==> config.mk <==
export PLATFORM = sky130hd
export DESIGN_NAME = ip_rx_serializer
export DESIGN_NICKNAME = d
export VERILOG_FILES = /design/src/rtl/ip_rx_serializer_pkg.sv /design/src/rtl/ip_rx_serializer.sv
export SDC_FILE = /design/constraint.sdc
export NUM_CORES = 1
export LEC_CHECK = 0
export BUFFER_PORTS_ARGS = -buffer_cell sky130_fd_sc_hd__buf_2
export CAP_MARGIN = 25
export CORE_MARGIN = 1.5
export CORE_UTILIZATION = 45
export DETAILED_ROUTE_END_ITERATION = 8
export PLACE_DENSITY = 0.74
export SLEW_MARGIN = 20
export SYNTH_ARGS = -nofsm -noshare
export SYNTH_HDL_FRONTEND = slang
export SYNTH_SLANG_ARGS = --single-unit
==> constraint.sdc <==
create_clock -name clk -period 2.15 [get_ports clk]
set_input_delay 0.1075 -clock clk [delete_from_list [all_inputs] [get_ports clk]]
set_output_delay 0.1075 -clock clk [all_outputs]
set_load 0.02 [all_outputs]
==> src/rtl/ip_rx_serializer_pkg.sv <==
// Shared definitions for the IP receive serializer: FSM state encoding,
// protocol constants and the prefix byte selector.
package ip_rx_serializer_pkg;

    typedef enum logic [2:0] {
        ST_IDLE    = 3'd0,
        ST_PREFIX  = 3'd1,
        ST_PAYLOAD = 3'd2,
        ST_PAD     = 3'd3,
        ST_DRAIN   = 3'd4
    } state_t;

    localparam logic [7:0]  IP_PROTO_UDP = 8'd17;
    localparam logic [2:0]  PREFIX_LEN   = 3'd6;
    localparam logic [31:0] IP_BCAST     = 32'hFFFF_FFFF;

    // Prefix layout: four source IP octets (first octet first), then the
    // payload length high byte and low byte.
    function automatic logic [7:0] prefixByte(input logic [31:0] srcIp,
                                              input logic [15:0] plen,
                                              input logic [2:0]  idx);
        logic [7:0] b;
        case (idx)
            3'd0:    b = srcIp[31:24];
            3'd1:    b = srcIp[23:16];
            3'd2:    b = srcIp[15:8];
            3'd3:    b = srcIp[7:0];
            3'd4:    b = plen[15:8];
            default: b = plen[7:0];
        endcase
        return b;
    endfunction

endpackage

==> src/rtl/ip_rx_serializer.sv <==
// IP receive serializer: filters incoming IP datagrams (UDP to this station)
// and writes a 6-byte prefix (source IP, payload length) followed by exactly
// payload-length bytes into a downstream FIFO. Short payloads are zero padded,
// long ones truncated, rejected datagrams drained and counted.
// Optional build macro: IP_RX_SER_BCAST_EN also accepts 255.255.255.255.
module ip_rx_serializer
    import ip_rx_serializer_pkg::*;
(
    input  logic        clk,
    input  logic        reset_n,
    input  logic [31:0] local_ip,
    input  logic        rx_hdr_valid,
    output logic        rx_hdr_ready,
    input  logic [3:0]  rx_ip_ihl,
    input  logic [15:0] rx_ip_length,
    input  logic [7:0]  rx_ip_protocol,
    input  logic [31:0] rx_ip_source_ip,
    input  logic [31:0] rx_ip_dest_ip,
    input  logic [7:0]  rx_payload_tdata,
    input  logic        rx_payload_tvalid,
    output logic        rx_payload_tready,
    input  logic        rx_payload_tlast,
    output logic [7:0]  dout_din,
    input  logic        dout_full_n,
    output logic        dout_write,
    output logic [15:0] drop_count
);

    state_t      r_state;
    logic [31:0] r_srcIp;
    logic [15:0] r_plen;
    logic [2:0]  r_idx;
    logic [15:0] r_cnt;
    logic [15:0] r_dropCount;

    state_t      w_nextState;
    logic [2:0]  w_idxNext;
    logic [15:0] w_cntNext;
    logic [15:0] w_cntInc;
    logic [15:0] w_hdrBytes;
    logic [15:0] w_hdrPlen;
    logic        w_destOk;
    logic        w_accept;
    logic        w_latch;
    logic        w_drop;
    logic        w_hdrReady;

    assign w_hdrBytes = {10'd0, rx_ip_ihl, 2'b00};
    assign w_hdrPlen  = rx_ip_length - w_hdrBytes;
    assign w_cntInc   = r_cnt + 16'd1;

`ifdef IP_RX_SER_BCAST_EN
    assign w_destOk = (rx_ip_dest_ip == local_ip) || (rx_ip_dest_ip == IP_BCAST);
`else
    assign w_destOk = (rx_ip_dest_ip == local_ip);
`endif

    assign w_accept = (rx_ip_protocol == IP_PROTO_UDP) && (rx_ip_ihl >= 4'd5) &&
                      (rx_ip_length > w_hdrBytes) && w_destOk;

    // Header ready is forced low while reset is held so nothing is accepted.
    assign rx_hdr_ready = w_hdrReady && reset_n;
    assign drop_count   = r_dropCount;

    // Next-state, handshake and FIFO write decode for the current state.
    always_comb begin
        w_nextState       = r_state;
        w_idxNext         = r_idx;
        w_cntNext         = r_cnt;
        w_latch           = 1'b0;
        w_drop            = 1'b0;
        w_hdrReady        = 1'b0;
        rx_payload_tready = 1'b0;
        dout_write        = 1'b0;
        dout_din          = 8'h00;
        case (r_state)
            ST_IDLE: begin
                w_hdrReady = 1'b1;
                if (rx_hdr_valid) begin
                    w_latch   = 1'b1;
                    w_idxNext = 3'd0;
                    w_cntNext = 16'd0;
                    if (w_accept) begin
                        w_nextState = ST_PREFIX;
                    end else begin
                        w_drop      = 1'b1;
                        w_nextState = ST_DRAIN;
                    end
                end
            end
            ST_PREFIX: begin
                dout_din   = prefixByte(r_srcIp, r_plen, r_idx);
                dout_write = dout_full_n;
                if (dout_full_n) begin
                    if (r_idx == PREFIX_LEN - 3'd1) begin
                        w_idxNext   = 3'd0;
                        w_nextState = ST_PAYLOAD;
                    end else begin
                        w_idxNext = r_idx + 3'd1;
                    end
                end
            end
            ST_PAYLOAD: begin
                rx_payload_tready = dout_full_n;
                dout_din          = rx_payload_tdata;
                if (rx_payload_tvalid && dout_full_n) begin
                    dout_write = 1'b1;
                    w_cntNext  = w_cntInc;
                    if (w_cntInc == r_plen) begin
                        w_nextState = rx_payload_tlast ? ST_IDLE : ST_DRAIN;
                    end else if (rx_payload_tlast) begin
                        w_nextState = ST_PAD;
                    end
                end
            end
            ST_PAD: begin
                dout_write = dout_full_n;
                if (dout_full_n) begin
                    w_cntNext = w_cntInc;
                    if (w_cntInc == r_plen) begin
                        w_nextState = ST_IDLE;
                    end
                end
            end
            ST_DRAIN: begin
                rx_payload_tready = 1'b1;
                if (rx_payload_tvalid && rx_payload_tlast) begin
                    w_nextState = ST_IDLE;
                end
            end
            default: begin
                w_nextState = ST_IDLE;
            end
        endcase
    end

    // State, latched header fields, counters and the saturating drop counter.
    always_ff @(posedge clk or negedge reset_n) begin
        if (!reset_n) begin
            r_state     <= ST_IDLE;
            r_srcIp     <= 32'd0;
            r_plen      <= 16'd0;
            r_idx       <= 3'd0;
            r_cnt       <= 16'd0;
            r_dropCount <= 16'd0;
        end else begin
            r_state <= w_nextState;
            r_idx   <= w_idxNext;
            r_cnt   <= w_cntNext;
            if (w_latch) begin
                r_srcIp <= rx_ip_source_ip;
                r_plen  <= w_hdrPlen;
            end
            if (w_drop && (r_dropCount != 16'hFFFF)) begin
                r_dropCount <= r_dropCount + 16'd1;
            end
        end
    end

endmodule

==> metrics.md, run 1 <==
| Metric | Value |
|---|---|
| Synth area leaders | `dfrtp_1 38%, nand2_1 9.9%, xnor2_1 8.8%` |
| RSZ-0062 raised after global routing | `yes` |
| Final period util | `1.05` |
| Failing checks | `negative setup slack` |
| Initial Util | `0.464` |
| Routability cong. | `about 0.90` |
| Slowest stage cell on the critical path | `dfrtp_1` |
| Worst slew pin tran | `roughly 0.64 ns` |
| Crit-path cells | `ha_4 -> buf_4 -> nand4b_1 -> a211oi_2 -> or4_4 -> nand4_1 -> nor4_2 -> a211o_1 -> o221ai_2` |
| Area leader, netlist | `dfrtp_1` |
| Fillcell total | `approximately 920` |
| Final min period | `roughly 2.3 ns` |
| Worst-path maximum fanout | `4` |
| Register Area | `around 2200 sq um` |
| Warnings, synthesis | `0` |
| First-pass GRT wire length | `between 20,000 and 30,000 um` |
| Post-Route Utilization | `0.678` |
| Status | `finished, violations left` |
| Cell family with most CP delay | `simple AND/OR/NAND/NOR gates` |
| Post-route setup slack | `-0.106 ns` |
| Cts bufs inserted | `9` |
| Power per cell area | `between 800 and 900 nW/um^2` |
| Slew headroom | `0.572` |
| Starting DRT DRC Count | `between 400 and 500` |
| HPWL after DPL | `about 12,000 um` |
| Via-to-Cell Ratio | `roughly 5.5` |
| DRT Pass-1 Iters | `5` |
| Commonest non-fill, non-tap cell in the layout | `buf_2` |
| Yosys reg bits | `86` |
| Leak Pwr | `3.78 nW` |
| Cells after Synth | `650` |
| Syn avg cell area | `8.61 sq um` |
| Core area | `roughly 12,000 sq um` |
| Asr flop ratio synth | `1.00` |
| Fmax | `443 MHz` |
| Diodes inserted | `0` |
| Slowest cell delay on critical path | `roughly 0.42 ns` |
| H-tree levels | `3` |
| Nets | `1,060` |
| Die Wd | `114 um` |
| Die area | `around 13,000 sq um` |
| Synth Net Count | `between 700 and 800` |
| Multi-input logic area | `3460 sq um` |
| Arrival time at the worst endpoint | `2.48 ns` |
| Final Hold Vio Count | `0` |
| Final setup violation count | `3` |
| Clock Sinks | `86` |
| CP Class | `flip-flop to flip-flop` |
| Max-cap violations | `0` |
| Total power | `around 6.8 mW` |
| Post-placement cell count | `just over 1,000` |
| Initial antenna violation count | `0` |
| Clock Skew | `about 0.010 ns` |
| CP required | `about 2.4 ns` |
| # IOs | `approximately 170` |
| DRC | `0` |
| Vias in the first global route | `between 5,000 and 6,000` |
| Critical path buffer and inverter count | `1` |
| Final antenna-violating net count | `0` |
| Dominant synthesized flop cell | `dfrtp_1` |
| Clock Tree Buf Depth | `2` |
| CP Launch Type | `flip-flop` |
| Die height | `114 um` |
| Critical path endpoint category | `flip-flop` |
| Total global routing overflow | `0` |
| Area Overhead vs Synth | `46.1%` |
| Post-synth cell types | `66` |
| Clock transition at the registers of the reported paths | `around 0.070 ns` |
| Routed wire length | `17,700 um` |
| Most frequent cells in the layout | `160 x buf_2, 147 x nand2_1, 83 x buf_4` |
| CTS tree | `done` |
| Gr usage total | `0.269` |
| Mapped cell area | `about 5600 sq um` |
| Port bufs | `between 150 and 200` |
| Sequential share of the synthesized area | `0.385` |
| Post-synth EDFFs | `0` |
| Largest net degree at the start of global routing | `slightly below 90` |
| Row cnt | `40` |
| Detailed-route via count | `5,930` |
| Post-synth top area share | `0.385` |
| Final Non-Filler Cells | `roughly 1,100` |
| Fin. max-slew vios | `0` |
| Clock Latency Late Sink | `0.35 ns` |
| Routed len/inst | `between 15 and 20 um` |
| Peak supply drop | `about 430 uV` |
| Layout cell share with drive strength beyond 1 | `0.363` |
| Worst hold path type | `input port to flip-flop` |
| Clock root cell | `clkbuf_16` |
## power breakdown
group | switching (mW) | total, mW | internal (mW)
Clock | 0.681 | 1.74 | 1.06
Combinational | 1.35 | 2.40 | 1.05
Sequential | 0.519 | 2.64 | 2.12
Total | 2.55 | 6.78 | 4.23
## cell usage after synthesis, types with 3 or more instances
| library cell | n |
|---|---|
| a211oi_1 | 3 |
| a21oi_1 | 19 |
| a222oi_1 | 6 |
| a22o_1 | 8 |
| a31oi_1 | 5 |
| and2_1 | 3 |
| and3_1 | 5 |
| buf_2 | 5 |
| buf_6 | 7 |
| clkbuf_1 | 21 |
| dfrtp_1 | 86 |
| ha_1 | 7 |
| inv_1 | 20 |
| mux2i_1 | 9 |
| nand2_1 | 147 |
| nand2b_1 | 3 |
| nand3_1 | 19 |
| nand4_1 | 14 |
| nor2_1 | 29 |
| nor2b_1 | 6 |
| nor3_1 | 18 |
| nor3_2 | 7 |
| nor4_1 | 8 |
| nor4b_1 | 3 |
| o211ai_1 | 6 |
| o21ai_0 | 31 |
| o21ai_1 | 14 |
| o31ai_1 | 8 |
| o41ai_1 | 5 |
| or3_1 | 5 |
| or4_1 | 4 |
| xnor2_1 | 56 |
| xor2_1 | 18 |
## per-layer routing
layer | share of wire | up-vias | GRT usage
li1 | - | 2806 | -
met5 | 0 | - | 0
met4 | 0.036 | 0 | 0.118
met2 | 0.51 | 251 | 0.483
met1 | 0.39 | 2816 | 0.311
met3 | 0.056 | 57 | 0.0508
## worst reg2reg max path, delay by kind of cell (launching register included)
family | cells | cell delay [ns]
AO/OA/AOI/OAI | 3 | 0.55
buffers and inverters | 1 | 0.14
adder cells (fa/ha/maj) | 1 | 0.20
flip-flops | 1 | 0.42
AND/OR/NAND/NOR | 4 | 0.84
## cell type report
class                           instances  share of cell area
Clock inverter                          6              0.0113
Inverter                               20             0.00918
Multi-Input combinational cell        508               0.423
Timing Repair Buffer                  289               0.237
Tap cell                              168              0.0257
Sequential cell                        86               0.264
Clock buffer                           10              0.0292
## repair_timing
action                                  CTS  global route
resized for setup                        23            43
hold endpoints to repair                120             0
hold buffers                             35             0
endpoints found under the setup margin   19            26
pin swaps                                12            28
setup buffers                             4            17
## cell families (layout without fill, tap and decap cells)
kind of cell	count (synthesis)	in the layout	share of synthesized area
AND/OR/NAND/NOR	288	288	0.250
AO/OA/AOI/OAI	128	128	0.163
flip-flops	86	86	0.385
XOR/XNOR	74	74	0.116
buffers and inverters	56	325	0.0494
multiplexers	10	10	0.0181
adder cells (fa/ha/maj)	8	8	0.0192
## final timing paths
path                                         startpoint  slack (ns)  cells after the start                         to
worst max register to register     r_cnt[1]$_DFFE_PN0P_       -0.11                      9     r_state[0]$_DFFE_PN0P_
min in group asynchronous                       reset_n        0.34                      3  drop_count[6]$_DFFE_PN0P_
worst min-delay path                    rx_ip_length[7]        0.07                      3      r_plen[7]$_DFFE_PN0P_
worst max-delay path               r_cnt[1]$_DFFE_PN0P_       -0.11                      9     r_state[0]$_DFFE_PN0P_
worst min register to register  r_srcIp[27]$_DFFE_PN0P_        0.48                      2    r_srcIp[27]$_DFFE_PN0P_
max in group asynchronous                       reset_n        1.38                      3       r_cnt[8]$_DFFE_PN0P_
## state kept, by name, indices dropped and copies added (netlist names)
name / count
r_srcIp: 32
r_idx: 3
r_plen: 16
r_state: 3
drop_count: 16
r_cnt: 16
## stage by stage
stage	hold WS, ns	worst slack, ns	instance area, sq um	setup TNS [ns]
final	0.0663	-0.106	8170	-0.241
after global routing	0.0761	-0.168	8170	-1.24
after CTS	0.0510	-0.0962	7820	-0.259
after detailed placement	0.212	-0.301	7020	-3.14
after global placement	0.208	-0.201	7020	-2.02
after floorplan	-0.188	0.00535	5630	0
Note: power is estimated with default switching activity, not from simulation.
==> run 2, diff against run 1 <==
CORE_UTILIZATION = 48   (was 45)
PLACE_DENSITY = 0.78   (was 0.74)
==> run 2 against run 1 <==
Via count up 3.5%. Critical endpoint is now r_state[2]$_DFFE_PN0P_. Count of clock-buffer cells in the layout grew 2. The flow still finishes with violations (negative setup slack). Sequential share of layout area increased by 0.79 points.
==> metrics.md, run 2 (synthesized netlist as in run 1, its figures left out) <==
| Metric | Value |
|---|---|
| Diodes inserted | `0` |
| FF-to-FF End | `r_state[2]$_DFFE_PN0P_` |
| First-pass GRT wire length | `about 28,000 um` |
| Clock transition at the registers of the reported paths | `0.06 ns` |
| Post-route setup slack | `-0.126 ns` |
| DRC | `0` |
| Final period util | `1.06` |
| Area Overhead vs Synth | `41.8%` |
| Critical path endpoint category | `flip-flop` |
| CP Class | `flip-flop to flip-flop` |
| Final antenna-violating net count | `0` |
| Port bufs | `approximately 160` |
| Die area | `roughly 12,000 sq um` |
| DRT Pass-1 Iters | `5` |
| Clock Latency Late Sink | `about 0.35 ns` |
| H-tree levels | `3` |
| Max FFs per register | `32` |
| HPWL after DPL | `12,500 um` |
| RSZ-0062 raised after global routing | `yes` |
| CP Launch Type | `flip-flop` |
| Most frequent CP cell | `buf_4` |
| Row cnt | `39` |
| CTS tree | `done` |
| Final setup violation count | `9` |
| Die Wd | `around 110 um` |
| Crit path launch | `r_cnt[1]$_DFFE_PN0P_` |
| Vias in the first global route | `between 6,000 and 7,000` |
| Routability cong. | `0.896` |
| Nets | `about 1,000` |
| Largest reg by FF count | `r_srcIp` |
| Hold depth | `3` |
| Core area | `11,400 sq um` |
| Via-to-Cell Ratio | `about 5.8` |
| Final Hold Vio Count | `0` |
| Peak supply drop | `~540 uV` |
| Clock Sinks | `86` |
| Min-delay src | `rx_ip_length[7]` |
| Layout cell share with drive strength beyond 1 | `0.339` |
| Critical path buffer and inverter count | `2` |
| Detailed-route via count | `about 6,100` |
| Flop-to-flop setup slack | `-0.13 ns` |
| Die height | `111 um` |
| Gr usage total | `0.283` |
| CP required | `approximately 2.4 ns` |
| Power per cell area | `821 nW/um^2` |
| Clock Skew | `about 0.0090 ns` |
| Failing checks | `negative setup slack` |
| Cell family with most CP delay | `compound AO/OA/AOI/OAI gates` |
| Worst-path maximum fanout | `4` |
| Crit-path cells | `buf_4 -> nand4_1 -> buf_4 -> o31a_1 -> o32ai_2 -> a21oi_2 -> or4_1 -> o21ai_1` |
| Slowest cell delay on critical path | `approximately 0.52 ns` |
| Routed len/inst | `17.3 um` |
| Cts bufs inserted | `9` |
| Slowest stage cell on the critical path | `or4_1` |
| Post-Route Utilization | `0.698` |
| Worst r2r path cells | `8` |
| Worst reg2reg startpoint | `r_cnt[1]$_DFFE_PN0P_` |
| Total global routing overflow | `0` |
| # IOs | `~170` |
| Commonest non-fill, non-tap cell in the layout | `buf_2` |
| Slew headroom | `0.565` |
| Arrival time at the worst endpoint | `about 2.5 ns` |
| Status | `finished, violations left` |
| Starting DRT DRC Count | `515` |
| Hold EP | `r_plen[7]$_DFFE_PN0P_` |
| Routed wire length | `18,200 um` |
| Largest net degree at the start of global routing | `63` |
| Fin. max-slew vios | `0` |
| Max-cap violations | `0` |
| Initial antenna violation count | `0` |
| Initial Util | `0.492` |
| Setup TNS | `-0.776 ns` |
| Final min period | `between 2 and 2.5 ns` |
| Fmax | `between 400 and 500 MHz` |
| Leak Pwr | `about 3.7 nW` |
| Most frequent cells in the layout | `155 x buf_2, 146 x nand2_1, 81 x dfrtp_1` |
| Worst slew pin tran | `roughly 0.65 ns` |
| Worst hold path type | `input port to flip-flop` |
| Clock root cell | `clkbuf_16` |
| Clock Tree Buf Depth | `2` |
-- run 2: cell count changes in the layout (fill, tap and decap cells not counted), moves of 2 or more --
cell | previous run | this run
buf_2 | 160 | 155
nor3_2 | 10 | 8
or4_1 | 2 | 4
buf_6 | 5 | 17
a21oi_2 | 2 | 5
buf_12 | 4 | 1
nor3_1 | 12 | 14
or4_4 | 2 | 0
clkbuf_1 | 0 | 3
a21oi_1 | 16 | 13
buf_4 | 83 | 68
-- run 2: worst max path at each step --
stage	endpoint	slack (ns)	depth (start not counted)
CTS	r_state[2]$_DFFE_PN0P_	-0.07	7
global route	r_state[2]$_DFFE_PN0P_	-0.20	8
floorplan	r_state[2]$_DFFE_PN0P_	0.005	8
global placement	drop_count[12]$_DFFE_PN0P_	-0.21	13
finish	r_state[2]$_DFFE_PN0P_	-0.13	8
detailed placement	drop_count[5]$_DFFE_PN0P_	-0.33	13
-- run 2: power by group --
group	internal (mW)	switching, mW	total (mW)
sequential	2.12	0.548	2.67
combinational	0.978	1.32	2.30
clock	0.900	0.646	1.55
total	4.00	2.52	6.51
-- run 2: area by class of cell --
type                            count  area (sq um)
Fill cell                         808          3440
Multi-Input combinational cell    508          3370
Sequential cell                    86          2160
Timing Repair Buffer              277          1860
Clock buffer                       12           236
Tap cell                          143           179
Inverter                           20          77.6
Clock inverter                      3          47.5
-- run 2: per-stage QoR --
step	power (mW)	cells	hold slack (ns)	cell area [sq um]	worst slack [ns]
after global placement	4.61	984	0.0545	6920	-0.213
final	6.51	1049	0.0735	7930	-0.126
after global routing	6.86	1049	0.0890	7930	-0.202
after CTS	6.31	1042	0.0674	7710	-0.0718
after detailed placement	4.70	984	0.0599	6920	-0.329
after floorplan	3.82	650	-0.188	5630	0.00535
-- run 2: what timing repair did --
| action | 4_1_cts | 5_1_grt |
|---|---|---|
| buffers inserted | 8 | 7 |
| endpoints found under the setup margin | 16 | 27 |
| pin swaps | 24 | 26 |
| resized for setup | 31 | 36 |
| hold endpoints to repair | 61 | 0 |
| hold buffers | 35 | 0 |
-- run 2: tightest hold or removal path, stage by stage --
cell and delay (ns):
buf_2 0.12, o31ai_1 0.07, a31oi_1 0.08
-- run 2: layer usage --
layer  GRT usage  routed length, um
met3      0.0350               1310
met4       0.146               1030
met2       0.517               9180
met1       0.322               6640
met5           0                  0
